### src/rtl/tone_pkg.sv
// Shared constants for the tone sequencer: wdata field layout, note divider
// table, octave base, channel state encodings and the note decode helper.
package tone_pkg;

    // wdata field positions
    localparam int NOTE_LSB    = 0;
    localparam int NOTE_W      = 7;
    localparam int DUR_LSB     = 8;
    localparam int DUR_FIELD_W = 16;
    localparam int BCAST_BIT   = 31;

    // Octave 0 reload value; higher octaves halve it by right shift
    localparam logic [9:0] OCT_BASE = 10'd1023;

    // Note-counter reload value for semitones 0..11 within an octave
    localparam logic [8:0] NOTE_DIV [12] = '{
        9'd511, 9'd482, 9'd455, 9'd430, 9'd405, 9'd383,
        9'd361, 9'd341, 9'd322, 9'd303, 9'd286, 9'd270
    };

    // Channel FSM encodings
    localparam logic [0:0] ST_IDLE = 1'b0;
    localparam logic [0:0] ST_PLAY = 1'b1;

    typedef struct packed {
        logic [8:0] divider;
        logic [9:0] reload;
    } tone_decode_t;

    // Split a 7-bit note ID into semitone divider and octave reload
    function automatic tone_decode_t decode_note(input logic [NOTE_W-1:0] id);
        tone_decode_t res;
        logic [3:0]   semi;
        semi        = 4'(id % 7'd12);
        res.divider = NOTE_DIV[semi];
        res.reload  = OCT_BASE >> (id / 7'd12);
        return res;
    endfunction

endpackage

### src/rtl/tone_channel.sv
// One tone channel: note decode, note/octave/prescaler/duration counters and
// the IDLE/PLAY state machine driving a square wave.
module tone_channel
    import tone_pkg::*;
#(
    parameter int DUR_W    = 16,
    parameter int TICK_DIV = 25000
) (
    input  logic                   clk,
    input  logic                   reset,
    input  logic                   wr,
    input  logic [NOTE_W-1:0]      note_id,
    input  logic [DUR_FIELD_W-1:0] dur,
    output logic                   line,
    output logic                   busy,
    output logic                   done
);

    localparam int             PW         = $clog2(TICK_DIV);
    localparam logic [PW-1:0]  PRESC_LOAD = PW'(TICK_DIV - 1);

    logic [0:0]        state_reg;
    logic [NOTE_W-1:0] note_id_reg;
    logic [8:0]        note_cnt_reg;
    logic [9:0]        oct_cnt_reg;
    logic [PW-1:0]     presc_reg;
    logic [DUR_W-1:0]  dur_reg;
    logic              line_reg;
    logic              done_reg;

    logic [NOTE_W-1:0] id_sel;
    tone_decode_t      dec;
    logic [DUR_W-1:0]  dur_load;

    // A single decoder serves both the load on write and the reloads while
    // playing, so the incoming ID is selected during a write cycle.
    assign id_sel   = wr ? note_id : note_id_reg;
    assign dec      = decode_note(id_sel);
    assign dur_load = DUR_W'(dur);

    // Channel FSM and counters; a write always takes priority over expiry.
    always_ff @(posedge clk) begin
        if (reset) begin
            state_reg    <= ST_IDLE;
            note_id_reg  <= '0;
            note_cnt_reg <= '0;
            oct_cnt_reg  <= '0;
            presc_reg    <= '0;
            dur_reg      <= '0;
            line_reg     <= 1'b0;
            done_reg     <= 1'b0;
        end else begin
            done_reg <= 1'b0;
            if (wr) begin
                note_id_reg <= note_id;
                line_reg    <= 1'b0;
                if (note_id != '0) begin
                    state_reg    <= ST_PLAY;
                    note_cnt_reg <= dec.divider;
                    oct_cnt_reg  <= dec.reload;
                    presc_reg    <= PRESC_LOAD;
                    dur_reg      <= dur_load;
                end else begin
                    state_reg <= ST_IDLE;
                end
            end else if (state_reg == ST_PLAY) begin
                // Tone generation: toggle when both note and octave counters hit zero
                if (note_cnt_reg == '0) begin
                    note_cnt_reg <= dec.divider;
                    if (oct_cnt_reg == '0) begin
                        oct_cnt_reg <= dec.reload;
                        line_reg    <= ~line_reg;
                    end else begin
                        oct_cnt_reg <= oct_cnt_reg - 10'd1;
                    end
                end else begin
                    note_cnt_reg <= note_cnt_reg - 9'd1;
                end
                // Duration: a zero duration never expires
                if (presc_reg == '0) begin
                    presc_reg <= PRESC_LOAD;
                    if (dur_reg == DUR_W'(1)) begin
                        state_reg <= ST_IDLE;
                        line_reg  <= 1'b0;
                        done_reg  <= 1'b1;
                        dur_reg   <= '0;
                    end else if (dur_reg != '0) begin
                        dur_reg <= dur_reg - DUR_W'(1);
                    end
                end else begin
                    presc_reg <= presc_reg - PW'(1);
                end
            end
        end
    end

    assign line = line_reg;
    assign busy = (state_reg == ST_PLAY);
    assign done = done_reg;

endmodule

### src/rtl/tone_sequencer.sv
// Multi-channel tone sequencer: address decode and broadcast fan-out of the
// write strobe to CHANNELS independent tone channels.
module tone_sequencer
    import tone_pkg::*;
#(
    parameter int CHANNELS = 4,
    parameter int DUR_W    = 16,
    parameter int TICK_DIV = 25000
) (
    input  logic                                      clk,
    input  logic                                      reset,
    input  logic                                      we,
    input  logic [$clog2(CHANNELS > 1 ? CHANNELS : 2)-1:0] addr,
    input  logic [31:0]                               wdata,
    output logic [CHANNELS-1:0]                       lineOut,
    output logic [CHANNELS-1:0]                       busy,
    output logic [CHANNELS-1:0]                       done
);

    localparam int AW = $clog2(CHANNELS > 1 ? CHANNELS : 2);

    logic [NOTE_W-1:0]      note_id;
    logic [DUR_FIELD_W-1:0] dur;
    logic                   bcast;
    logic                   unused_wdata;

    assign note_id      = wdata[NOTE_LSB +: NOTE_W];
    assign dur          = wdata[DUR_LSB +: DUR_FIELD_W];
    assign bcast        = wdata[BCAST_BIT];
    assign unused_wdata = ^{wdata[BCAST_BIT-1:DUR_LSB+DUR_FIELD_W], wdata[DUR_LSB-1:NOTE_W]};

    // Out-of-range addresses match no channel, so such writes are dropped.
    for (genvar gi = 0; gi < CHANNELS; gi++) begin : g_ch
        logic sel;
        assign sel = we && (bcast || (addr == AW'(gi)));

        tone_channel #(
            .DUR_W    (DUR_W),
            .TICK_DIV (TICK_DIV)
        ) u_channel (
            .clk     (clk),
            .reset   (reset),
            .wr      (sel),
            .note_id (note_id),
            .dur     (dur),
            .line    (lineOut[gi]),
            .busy    (busy[gi]),
            .done    (done[gi])
        );
    end

endmodule

### config.mk
export PLATFORM = sky130hd
export DESIGN_NAME = tone_sequencer
export DESIGN_NICKNAME = d
export VERILOG_FILES = /design/src/rtl/tone_pkg.sv /design/src/rtl/tone_channel.sv /design/src/rtl/tone_sequencer.sv
export SDC_FILE = /design/constraint.sdc
export NUM_CORES = 1
export LEC_CHECK = 0
export CAP_MARGIN = 15
export CELL_PAD_IN_SITES_DETAIL_PLACEMENT = 1
export CELL_PAD_IN_SITES_GLOBAL_PLACEMENT = 1
export CORE_UTILIZATION = 35
export DETAILED_ROUTE_END_ITERATION = 16
export HOLD_SLACK_MARGIN = 0.12
export PLACE_DENSITY_LB_ADDON = 0.1
export SETUP_SLACK_MARGIN = 0.2
export SYNTH_ARGS = -nofsm -noshare
export SYNTH_HDL_FRONTEND = slang
export SYNTH_SLANG_ARGS = --single-unit
### constraint.sdc
create_clock -name clk -period 4.01 [get_ports clk]
set_clock_uncertainty 0.05 [all_clocks]
set_input_delay 0.401 -clock clk [delete_from_list [all_inputs] [get_ports clk]]
set_output_delay 0.401 -clock clk [all_outputs]
set_load 0.01 [all_outputs]
# == Word level (Yosys, flattened, before mapping) ==
# Memories as Yosys holds them, arrays and structs flattened.
# Cells that the tools add are included.
# totals
reg_bits,240
latch_bits,0
ram_bits,0
rom_bits,576
in_bits,37
output_inout_bits,12
wordCells,276
n_memories,4
# memory_table
memory,depth,width,rd,rd_clocked_by_memory_dff,wr,line_no,rtl
(name not given),16,9,1,0,0,tone_pkg.sv:35,res.divider = NOTE_DIV[semi];
(name not given),16,9,1,0,0,tone_pkg.sv:35,
(name not given),16,9,1,0,0,tone_pkg.sv:35,
(name not given),16,9,1,0,0,tone_pkg.sv:35,
# classes
addsub,16
mul,0
n_div,8
n_lt_le_gt_ge,4
eq_ne,11
shift,4
mux,119
bitwise_logic,16
n_reduce_logical,62
# ops
operator,count
2-to-1 mux 16 bit,21
2-to-1 mux 9 bit,24
2-to-1 mux 10 bit,20
2-to-1 mux 15 bit,13
== test 16 x 1 -> 1 bit (second input constant),4
nonzero test 16 bit,4
subtractor 16 x 1 -> 16 bit (second input constant),4
logical NOT 15 bit,4
subtractor 15 x 1 -> 15 bit (second input constant),4
logical NOT 10 bit,4
right shift 10 x 7 -> 10 bit (first input constant),4
subtractor 10 x 1 -> 10 bit (second input constant),4
2-to-1 mux 1 bit,37
logical NOT 9 bit,4
subtractor 9 x 1 -> 9 bit (second input constant),4
divider 7 x 4 -> 7 bit (second input constant),4
modulo 7 x 4 -> 7 bit (second input constant),4
2-to-1 mux 7 bit,4
nonzero test 2 bit,12
>= comparator 5 bit (second input constant),4
inverter 4 -> 5 bit,4
AND reduction 4 bit,4
OR reduction 4 bit,4
inverter 1 bit,12
other kinds (11),33

# == Longest topological paths before layout ==
# Gate-level depths: netlist of the first run.
# logic_depth
depth_word,12
mapped_depth,17
ltp_nobuf,14

# == Hierarchy ==
# A second synthesis of the first run with hierarchy kept.
# unflattened
cells_unflattened,2120
area_unflattened_um2,15926.5
# modules_own_cells
mod,instances,cells_each,area_per_inst_um2,seq_area_each_um2
tone_channel (g_ch[0].u_channel ...),3,531,3995.1,1201.2
tone_channel (g_ch[3].u_channel),1,519,3891.2,1201.2
tone_sequencer,1,8,50.0,0.0

# == Worst setup path after synthesis of the first run ==
# No wires, ideal clock.
# synth_timing
path_kind,input -> register
from,in wdata[31]
to,reg g_ch[0].u_channel.note_cnt_reg[0]
setup_ps,128
arrival_time_ps,3166
required_time_ps,3832
slack_ps,666
stages,17
path_buffers,4
path_cell_list,buf_4 o21bai_1 and2_0 clkbuf_1 clkbuf_1 nand2_1 nand2_1 inv_1 ha_1 nand2_1 o21a_1 o221ai_2 mux2i_1 buf_4 mux2_1 a21oi_1 nor2_1
# synth_between
elab_chain_len,11
elab_cells_between_ends,15
classes_between,1 x div; 1 x eq/ne; 7 x mux; 1 x bitwise; 4 x reduce/logical; 1 x memory
# synth_lines
item,line_no,rtl
start: declaration,tone_sequencer.sv:14,"input logic [31:0] wdata,"
logical OR 1 bit *,tone_sequencer.sv:35,assign sel = we && (bcast || (addr == AW'(gi)));
logical AND 1 bit *,tone_sequencer.sv:35,
2-to-1 mux 7 bit *,n/a,
named net g_ch[0].u_channel.id_sel[1],tone_channel.sv:31,logic [NOTE_W-1:0] id_sel;
modulo 7 x 4 -> 7 bit *,tone_pkg.sv:34,semi = 4'(id % 7'd12);
inverter 4 -> 5 bit (not written as such) *,tone_pkg.sv:35,
memory (16 x 9 bit) *,n/a,
2-to-1 mux 9 bit (not written as such) * (2 in series),tone_pkg.sv:35,
2-to-1 mux 9 bit,tone_channel.sv:68,if (note_cnt_reg == '0) begin
2-to-1 mux 9 bit,tone_channel.sv:66,end else if (state_reg == ST_PLAY) begin
2-to-1 mux 9 bit *,tone_channel.sv:54,if (wr) begin
end signal: assignment,tone_channel.sv:59,note_cnt_reg <= dec.divider;
end signal: assignment,tone_channel.sv:69,note_cnt_reg <= dec.divider;
end signal: assignment,tone_channel.sv:77,note_cnt_reg <= note_cnt_reg - 9'd1;
end: declaration,tone_channel.sv:24,logic [8:0] note_cnt_reg;
# The timed path passes the listed nets; every way through them passes the cells marked *. The select of a mux whose other input is x is not followed.
# A chain may end at the register's enable or synchronous reset.

# == Final worst setup path of the first run ==
# layout_timing
from,reg g_ch[1].u_channel.presc_reg[0]
to,reg g_ch[1].u_channel.dur_reg[2]
# layout_between
elab_chain_len,3
# layout_lines
item,line_no,rtl
start: declaration,tone_channel.sv:26,logic [PW-1:0] presc_reg;
start signal: assignment,tone_channel.sv:91,presc_reg <= presc_reg - PW'(1);
logical NOT 15 bit,tone_channel.sv:80,if (presc_reg == '0) begin
nonzero test 2 bit (no source line),n/a,
AND reduction 4 bit (no source line),n/a,
end signal: assignment,tone_channel.sv:62,dur_reg <= dur_load;
end signal: assignment,tone_channel.sv:88,dur_reg <= dur_reg - DUR_W'(1);
end: declaration,tone_channel.sv:27,logic [DUR_W-1:0] dur_reg;
# No other way between the ends.

==> out/metrics.yaml, run 1 <==
grt_pass1_vias: 15800
cts_htree_levels: 1
path_common_cell: "o21ai_0"
wirelength_mm: 49.7
final_cell_area_um2: 17700
critical_path_class: "flop to flop"
path_delay_family: "simple AND/OR/NAND/NOR gates"
syn_avg_cell_area_um2: 7.40
coreArea_um2: 43500
clk_pin_slew_ns: 0.06
regArea_um2: 4800
rsz0062_at_grt: "no"
antenna_cells: 0
crit_buf_inv: 2
detail_route.first_pass.iterations: 7
synth-seq-cells: 240
synth_top_area_share: 0.309
cts_buffers: 31
cts_num_sinks: 240
grt_max_degree: 137
period_minus_slack_ns: 3.45
comb_power_share: 0.391
overflow: 0
max_slew_margin: 0.336
synth_nets: 2187
critical_path_depth: 12
synth_seq_area_share: 0.309
placed_cell_area_um2: 16700
drcViolationCount: 0
yosysWarnings: 0
whs_ns: 0.400
drive_gt1_frac: 0.0874
area_delta_synth_final_pct: 13.5
critical-path-slowest-cell: "or4_1"
cts_buffer_depth: 3
clock.fmax_mhz: 290
power_density_nw_per_um2: 536
ios: 49
fin_crit_sh: 0.859
avgViaCountPerCell: 5.75
largest_reg_flops: 64
cts_root_buffer: "clkbuf_16"
worstMarginPinSlew_ns: 0.996
die_h_um: 213
postCtsSetupBuffers: 0
ant_nets: 0
ctsHoldBuffers: 0
hp-class: "flop to flop"
grt_usage: 0.220
final_core_util: 0.407
port_buffers: 40
dp_hpwl_mm: 34.8
clkLatencyLatePin_ns: 0.58
vias: 15700
crit_chain: "inv_1 -> ha_1 -> nor3b_1 -> nand2_1 -> or4_1 -> nor4_4 -> o21ai_0 -> a21oi_2 -> buf_4 -> o21ai_0 -> a22oi_1 -> nor2_1"
timing.max_cap.violations: 0
synth_edf_count: 0
start_util: 0.358
p_clk_frac: 0.286
worst_ep_arrival_time_ns: 3.83
placement_rows: 76
sw_frac_of_total: 0.393
grt_antenna_before_repair: 0
synth.area.top_cells: "dfxtp_1 (31%), nor2_1 (7.6%), nand2_1 (5.1%)"
fillers: 5319
grt_pass1_wl_mm: 82.2
power_frac_seq: 0.323
die_area_um2: 45300
fin_tns_setup_ns: 0
die-width_um: 213
p_switching_mw: 3.73
p_int_mw: 5.75
required_ns: 4.39
cts_tree: "done"
cts_resized: 0
slowest_delay_ns: 0.59
whs_path_depth: 2
worstSetupStartpointType: "flop"
final-hold-violation-count: 0
reg2reg_depth: 12
synth_cell_types: 99
cp_max_fo: 32
final.setup.worst_slack_ns: 0.564
nets: 2200
avgRoutedWirePerCell_um: 18.3
netlist_instances: 2104
crit_path_end_kind: "flop"
synth_area_um2: 15600
dp_slack_ns: -0.0389
p_leak_nw: 6.69
setup_viol: 0
vdd_ir_drop_max_mv: 0.359
routabilityCongestion: 0.810
status: "finished, final reports clean"
async_flop_share: 0
drt_first_iter_violations: 682
synth_ff_type: "dfxtp_1"
multi_input_area_um2: 9890
synth_top_area_cell: "dfxtp_1"
final-max-slew-violation-count: 0
-- per-stage QoR --
stage,total power [mW],instances
after floorplan,5.84,2104
after global placement,6.69,2667
after detailed placement,6.79,2668
after CTS,9.58,2723
after global routing,10.2,2724
final,9.48,2724
-- per-layer routing --
metal / global-route usage / vias up / wire (um)
met5: 0 / - / 0
met4: 0.0523 / 0 / 1080
met3: 0.0241 / 67 / 1220
met2: 0.385 / 163 / 23800
met1: 0.286 / 7710 / 23700
li1: - / 7721 / -
-- power by group through the flow --
stage | Sequential [mW] | Combinational, mW | Clock (mW)
global placement | 3.09 | 3.61 | 0
CTS | 3.05 | 3.72 | 2.81
global route | 3.11 | 4.18 | 2.89
floorplan | 3.00 | 2.84 | 0
finish | 3.06 | 3.71 | 2.71
detailed placement | 3.10 | 3.69 | 0
-- synthesized netlist by cell type, types with 11 or more instances --
library cell	n
a311oi_1	23
buf_2	31
a22oi_1	81
o21ai_1	14
mux2i_1	30
or3_1	42
a31oi_1	25
a21oi_1	155
nand3_1	27
o22ai_1	15
dfxtp_1	240
o21a_1	11
a211oi_1	34
a32o_1	16
buf_4	16
o31ai_1	26
clkbuf_1	85
nand2_1	211
nor2_1	315
nor3_1	119
inv_1	65
xnor2_1	17
and2_1	19
ha_1	46
nor4_1	31
o21ai_0	158
nand2b_1	21
-- final timing paths --
path / endpoint / slack, ns / startpoint
worst max-delay path: g_ch[1].u_channel.dur_reg[2] / 0.56 / g_ch[1].u_channel.presc_reg[0]
worst min-delay path: g_ch[1].u_channel.oct_cnt_reg[8] / 0.40 / g_ch[1].u_channel.oct_cnt_reg[8]
worst max register to register: g_ch[1].u_channel.dur_reg[2] / 0.56 / g_ch[1].u_channel.presc_reg[0]
worst min register to register: g_ch[1].u_channel.oct_cnt_reg[8] / 0.40 / g_ch[1].u_channel.oct_cnt_reg[8]
-- logic make-up (layout without fill, tap and decap cells) --
logic type,after synthesis,after routing,synth area share
AOI/OAI and AO/OA,671,671,0.288
xor gates and xnor gates,26,26,0.0156
adders and majority gates,49,49,0.0389
buffers and inverters,204,239,0.0570
DFF,240,240,0.309
muxes,43,43,0.0300
and+or+nand+nor,871,871,0.262
-- tightest hold or removal path, cell delays in order, from the launching register on --
cell	delay, ns
dfxtp_1	0.30
nand2_1	0.05
a21oi_1	0.05
-- cell usage in the layout (no fill, tap or decap), drive strengths merged, types with 26 or more instances in the layout --
cell type,n
nor2,317
dfxtp,240
nand2,214
o21ai,174
a21oi,158
nor3,123
a22oi,82
buf,78
inv,67
ha,46
clkbuf,46
or3,42
clkdlybuf4s50,39
nor4,35
a211oi,34
mux2i,33
nand3,28
o31ai,26
a31oi,26
-- layout make-up --
cell class | instances | area share
multi-input cells | 1660 | 0.560
repair buffers | 118 | 0.0578
clock inverters | 10 | 0.00481
well taps | 585 | 0.0414
inverters | 66 | 0.0140
flip-flops and latches | 240 | 0.272
clock buffers | 45 | 0.0503
(Power assumes the default switching activity.)
==> inputs of run 2 (changes only) <==
CAP_MARGIN = default   (was 15)
==> out/metrics.yaml, run 2 (synthesis results as in run 1) <==
status: "finished, final reports clean"  # unchanged
wirelength_mm: 50.2  # was 49.7 mm
postCtsSetupBuffers: 0  # unchanged
top_layer: "met5"  # was met4
detail_route.first_pass.iterations: 5  # was 7
reg2reg_depth: 12  # unchanged
area_delta_synth_final_pct: 14.0  # was 13.5%
timing.max_cap.violations: 0  # unchanged
setup_viol: 0  # unchanged
die_area_um2: 45300  # unchanged
die-width_um: 213  # unchanged
critical_path_class: "flop to flop"  # unchanged
final_core_util: 0.409  # was 0.407
vias: 15700  # about the same
cts_num_sinks: 240  # unchanged
grt_pass1_vias: 15800  # about the same
placed_cell_area_um2: 16700  # about the same
clkLatencyLatePin_ns: 0.54  # was 0.58 ns
wl_met2_mm: 23.9  # was 23.8 mm
largest_reg_flops: 64  # unchanged
ios: 49  # unchanged
drt_first_iter_violations: 764  # was 682
dp_hpwl_mm: 34.7  # was 34.8 mm
layout_commonest_cell: "nor2_1"  # unchanged
power_density_nw_per_um2: 546  # was 536 nW/um2
antenna_cells: 0  # unchanged
cp_max_fo: 32  # unchanged
routabilityCongestion: 0.810  # unchanged
ff2ff_setup_slack_ns: 0.55  # was 0.56 ns
max_slew_margin: 0.177  # was 0.336
cts_htree_levels: 2  # was 1
grt_max_degree: 137  # unchanged
final-hold-violation-count: 0  # unchanged
ant_nets: 0  # unchanged
fin_crit_sh: 0.864  # was 0.859
period_minus_slack_ns: 3.46  # was 3.45 ns
grt_pass1_wl_mm: 82.3  # was 82.2 mm
required_ns: 4.36  # was 4.39 ns
cts_tree: "done"  # unchanged
cts_buffer_depth: 3  # unchanged
final_cell_area_um2: 17800  # was 17700 um2
worst_ep_arrival_time_ns: 3.81  # was 3.83 ns
grt_usage: 0.222  # was 0.220
avgViaCountPerCell: 5.77  # was 5.75
port_buffers: 40  # unchanged
vdd_ir_drop_max_mv: 0.273  # was 0.359 mV
ctsHoldBuffers: 0  # unchanged
worstSetupStartpointType: "flop"  # unchanged
fin_tns_setup_ns: 0  # unchanged
crit_end: "g_ch[1].u_channel.dur_reg[3]"  # was g_ch[1].u_channel.dur_reg[2]
coreArea_um2: 43500  # unchanged
hp-class: "flop to flop"  # unchanged
avgRoutedWirePerCell_um: 18.4  # was 18.3 um
grt_antenna_before_repair: 1  # was 0
crit_path_start: "g_ch[1].u_channel.presc_reg[0]"  # unchanged
mostFrequentLayoutCells: "nor2_1 (315), dfxtp_1 (240), nand2_1 (211), o21ai_0 (157), a21oi_1 (155)"  # unchanged
overflow: 0  # unchanged
wl_met3_mm: 1.39  # was 1.22 mm
wl_met1_mm: 23.7  # about the same
start_util: 0.358  # unchanged
placement_rows: 76  # unchanged
die_h_um: 213  # unchanged
cts_resized: 0  # unchanged
whs_ns: 0.404  # was 0.400 ns
drive_gt1_frac: 0.0892  # was 0.0874
power_mw: 9.70  # was 9.48 mW
crit-reg2reg-launch: "g_ch[1].u_channel.presc_reg[0]"  # unchanged
drcViolationCount: 0  # unchanged
p_leak_nw: 6.73  # was 6.69 nW
cts_root_buffer: "clkbuf_16"  # unchanged
clock.fmax_mhz: 289  # was 290 MHz
crit_path_end_kind: "flop"  # unchanged
worstReg2RegEnd: "g_ch[1].u_channel.dur_reg[3]"  # was g_ch[1].u_channel.dur_reg[2]
clk_pin_slew_ns: 0.06  # about the same
rsz0062_at_grt: "no"  # unchanged
nets: 2202  # was 2200
worstMarginPinSlew_ns: 1.23  # was 0.996 ns
final-max-slew-violation-count: 0  # unchanged
cts_buffers: 34  # was 31
fillers: 5324  # was 5319
[run 2: cell count changes in the layout (fill, tap and decap cells not counted), sizes merged]
cell      before  now
bufinv         1    0
a311oi        24   25
clkinv         7    6
buf           78   76
clkinvlp       1    2
clkbuf        46   51
[run 2: power breakdown]
group | total, mW | internal (mW) | switching, mW | leakage [nW]
clock network | 2.92 | 1.74 | 1.18 | 0.525
logic | 3.71 | 1.45 | 2.27 | 4.23
registers | 3.06 | 2.72 | 0.344 | 1.97
total | 9.70 | 5.91 | 3.79 | 6.73
[run 2: area by class of cell]
class	instances	area [um2]	area share
inverter	66	248	0.0140
multi-input combinational	1661	9910	0.558
clock buffer	50	1010	0.0570
clock inverter	9	53.8	0.00303
sequential	240	4800	0.271
timing repair buffer	116	1000	0.0563
tap	585	732	0.0412
[run 2: worst max-delay path, stage by stage (launching register included)]
cell,delay (ns)
dfxtp_1,0.34
inv_1,0.07
ha_1,0.21
nor3b_1,0.31
nand2_1,0.16
or4_1,0.58
nor4_4,0.49
o21ai_0,0.23
a21oi_2,0.17
buf_4,0.31
o21ai_0,0.17
a22oi_1,0.16
nor2_1,0.05
[run 2: metal layers]
| layer | up-vias | track usage |
|---|---|---|
| li1 | 7745 | - |
| met1 | 7737 | 0.286 |
| met2 | 173 | 0.382 |
| met3 | 73 | 0.0277 |
| met4 | 2 | 0.0719 |
| met5 | - | 0 |
[run 2: worst min path at each step]
stage | endpoint | cells after the start | slack, ns | startpoint
final | g_ch[1].u_channel.oct_cnt_reg[8] | 2 | 0.40 | g_ch[1].u_channel.oct_cnt_reg[8]
after global placement | g_ch[1].u_channel.oct_cnt_reg[8] | 2 | 0.39 | g_ch[1].u_channel.oct_cnt_reg[8]
after floorplan | g_ch[1].u_channel.oct_cnt_reg[8] | 2 | 0.38 | g_ch[1].u_channel.oct_cnt_reg[8]
after detailed placement | g_ch[1].u_channel.oct_cnt_reg[8] | 2 | 0.41 | g_ch[1].u_channel.oct_cnt_reg[8]
after global routing | g_ch[1].u_channel.oct_cnt_reg[8] | 2 | 0.44 | g_ch[1].u_channel.oct_cnt_reg[8]
after CTS | g_ch[1].u_channel.oct_cnt_reg[8] | 2 | 0.41 | g_ch[1].u_channel.oct_cnt_reg[8]
[run 2: stage by stage]
step | instances | setup WS, ns
CTS | 2726 | 0.406
global route | 2727 | 0.236
floorplan | 2104 | 0.666
detailed placement | 2667 | -0.0548
global placement | 2667 | 0.00853
finish | 2727 | 0.547
==> inputs of run 3 (changes only) <==
CORE_MARGIN = 2   (was default)
GPL_ROUTABILITY_DRIVEN = 1   (was default)
HOLD_SLACK_MARGIN = 0.08   (was 0.12)
==> out/metrics.yaml, run 3 (synthesis results as in run 1) <==
largest_reg_flops: 64  # unchanged
multi_input_area_um2: 9880  # was 9910 um2
final-hold-violation-count: 0  # unchanged
die_area_um2: 46200  # was 45300 um2
clock.fmax_mhz: 292  # was 289 MHz
cts_root_buffer: "clkbuf_16"  # unchanged
critical_path_class: "input port to flop"  # was flop to flop
drive_gt1_frac: 0.0900  # was 0.0892
status: "finished, final reports clean"  # unchanged
postCtsSetupBuffers: 0  # unchanged
final-max-slew-violation-count: 0  # unchanged
grt_usage: 0.215  # was 0.222
final_core_util: 0.405  # was 0.409
fin_tns_setup_ns: 0  # unchanged
power_mw: 9.84  # was 9.70 mW
cts_resized: 0  # unchanged
wirelength_mm: 49.5  # was 50.2 mm
crit-reg2reg-launch: "g_ch[1].u_channel.presc_reg[0]"  # unchanged
crit_path_end_kind: "flop"  # unchanged
reg2reg_depth: 12  # unchanged
grt_pass1_wl_mm: 83.2  # was 82.3 mm
period_minus_slack_ns: 3.43  # was 3.46 ns
drt_first_iter_violations: 713  # was 764
placement_rows: 77  # was 76
regArea_um2: 4800  # unchanged
detail_route.first_pass.iterations: 4  # was 5
vdd_ir_drop_max_mv: 0.294  # was 0.273 mV
vias: 15700  # about the same
area_delta_synth_final_pct: 14.6  # was 14.0%
grt_max_degree: 109  # was 137
cts_tree: "done"  # unchanged
drcViolationCount: 0  # unchanged
fin_crit_sh: 0.855  # was 0.864
ant_nets: 0  # unchanged
cts_htree_levels: 2  # unchanged
coreArea_um2: 44000  # was 43500 um2
worst_ep_arrival_time_ns: 3.79  # was 3.81 ns
ios: 49  # unchanged
grt_pass1_vias: 16100  # was 15800
hp-class: "flop to flop"  # unchanged
p_leak_nw: 6.78  # was 6.73 nW
avgViaCountPerCell: 5.74  # was 5.77
power_density_nw_per_um2: 551  # was 546 nW/um2
mostFrequentLayoutCells: "nor2_1 (315), dfxtp_1 (240), nand2_1 (211), o21ai_0 (157), a21oi_1 (155)"  # unchanged
overflow: 0  # unchanged
ff2ff_setup_slack_ns: 0.74  # was 0.55 ns
avgRoutedWirePerCell_um: 18.1  # was 18.4 um
cts_num_sinks: 240  # unchanged
setup_viol: 0  # unchanged
whs_path_depth: 2  # unchanged
die-width_um: 215  # was 213 um
rsz0062_at_grt: "no"  # unchanged
crit_end: "g_ch[0].u_channel.note_cnt_reg[6]"  # was g_ch[1].u_channel.dur_reg[3]
ctsHoldBuffers: 0  # unchanged
cp_max_fo: 15  # was 32
clk_pin_slew_ns: 0.05  # was 0.06 ns
layout_commonest_cell: "nor2_1"  # unchanged
worstMarginPinSlew_ns: 0.944  # was 1.23 ns
crit_path_start: "addr[0]"  # was g_ch[1].u_channel.presc_reg[0]
routabilityCongestion: 0.822  # was 0.810
grt_antenna_before_repair: 1  # unchanged
worstSetupStartpointType: "input port"  # was flop
cts_buffers: 34  # unchanged
required_ns: 4.37  # was 4.36 ns
timing.max_cap.violations: 0  # unchanged
nets: 2203  # was 2202
fillers: 5416  # was 5324
port_buffers: 40  # unchanged
cts_buffer_depth: 3  # unchanged
die_h_um: 215  # was 213 um
dp_hpwl_mm: 34.7  # about the same
clkLatencyLatePin_ns: 0.54  # about the same
worstReg2RegEnd: "g_ch[1].u_channel.dur_reg[15]"  # was g_ch[1].u_channel.dur_reg[3]
max_slew_margin: 0.368  # was 0.177
start_util: 0.354  # was 0.358
run 3: final cells by class:
type	count	area share
clock inverter	9	0.00533
clock buffer	51	0.0588
tap	592	0.0415
inverter	66	0.0139
sequential	240	0.269
multi-input combinational	1660	0.554
timing repair buffer	118	0.0576
antenna	1	0.000140
run 3: metal layers:
layer / GRT usage / part of all wire / vias to the layer above
met5: 0 / 0 / -
met4: 0.0752 / 0.024 / 0
met3: 0.0243 / 0.027 / 74
met2: 0.372 / 0.48 / 183
met1: 0.277 / 0.47 / 7697
li1: - / - / 7743
run 3: how the worst min path moves through the flow:
| stage | to | slack (ns) | start |
|---|---|---|---|
| final | g_ch[1].u_channel.oct_cnt_reg[8] | 0.41 | g_ch[1].u_channel.oct_cnt_reg[8] |
| after floorplan | g_ch[1].u_channel.oct_cnt_reg[8] | 0.38 | g_ch[1].u_channel.oct_cnt_reg[8] |
| after CTS | g_ch[1].u_channel.oct_cnt_reg[8] | 0.41 | g_ch[1].u_channel.oct_cnt_reg[8] |
| after detailed placement | g_ch[1].u_channel.oct_cnt_reg[8] | 0.40 | g_ch[1].u_channel.oct_cnt_reg[8] |
| after global placement | g_ch[1].u_channel.oct_cnt_reg[8] | 0.39 | g_ch[1].u_channel.oct_cnt_reg[8] |
| after global routing | g_ch[1].u_channel.oct_cnt_reg[8] | 0.44 | g_ch[1].u_channel.oct_cnt_reg[8] |
run 3: worst max-delay path, cell delays in order:
cell,delay (ns)
clkdlybuf4s50_1,0.43
buf_4,0.16
o21bai_1,0.22
buf_12,0.19
nand2_1,0.14
buf_4,0.21
nand2_1,0.07
nand2_1,0.13
inv_1,0.18
ha_1,0.26
nand2_1,0.19
o21a_1,0.16
o221ai_2,0.06
mux2i_1,0.21
buf_4,0.20
mux2_2,0.34
a21oi_1,0.13
o22ai_1,0.09
run 3: through the flow:
step | cell area, um2 | hold slack, ns | cells | worst slack [ns]
2_1_floorplan | 15600 | 0.377 | 2104 | 0.666
3_3_place_gp | 16700 | 0.390 | 2676 | 0.152
3_5_place_dp | 16700 | 0.401 | 2676 | 0.0487
4_1_cts | 17800 | 0.408 | 2736 | 0.595
5_1_grt | 17800 | 0.441 | 2737 | 0.294
6_report | 17800 | 0.405 | 2737 | 0.581
run 3: power breakdown:
part	switching, mW	total, mW	internal, mW
Combinational	2.25	3.70	1.45
Clock	1.15	3.08	1.93
Sequential	0.343	3.06	2.72
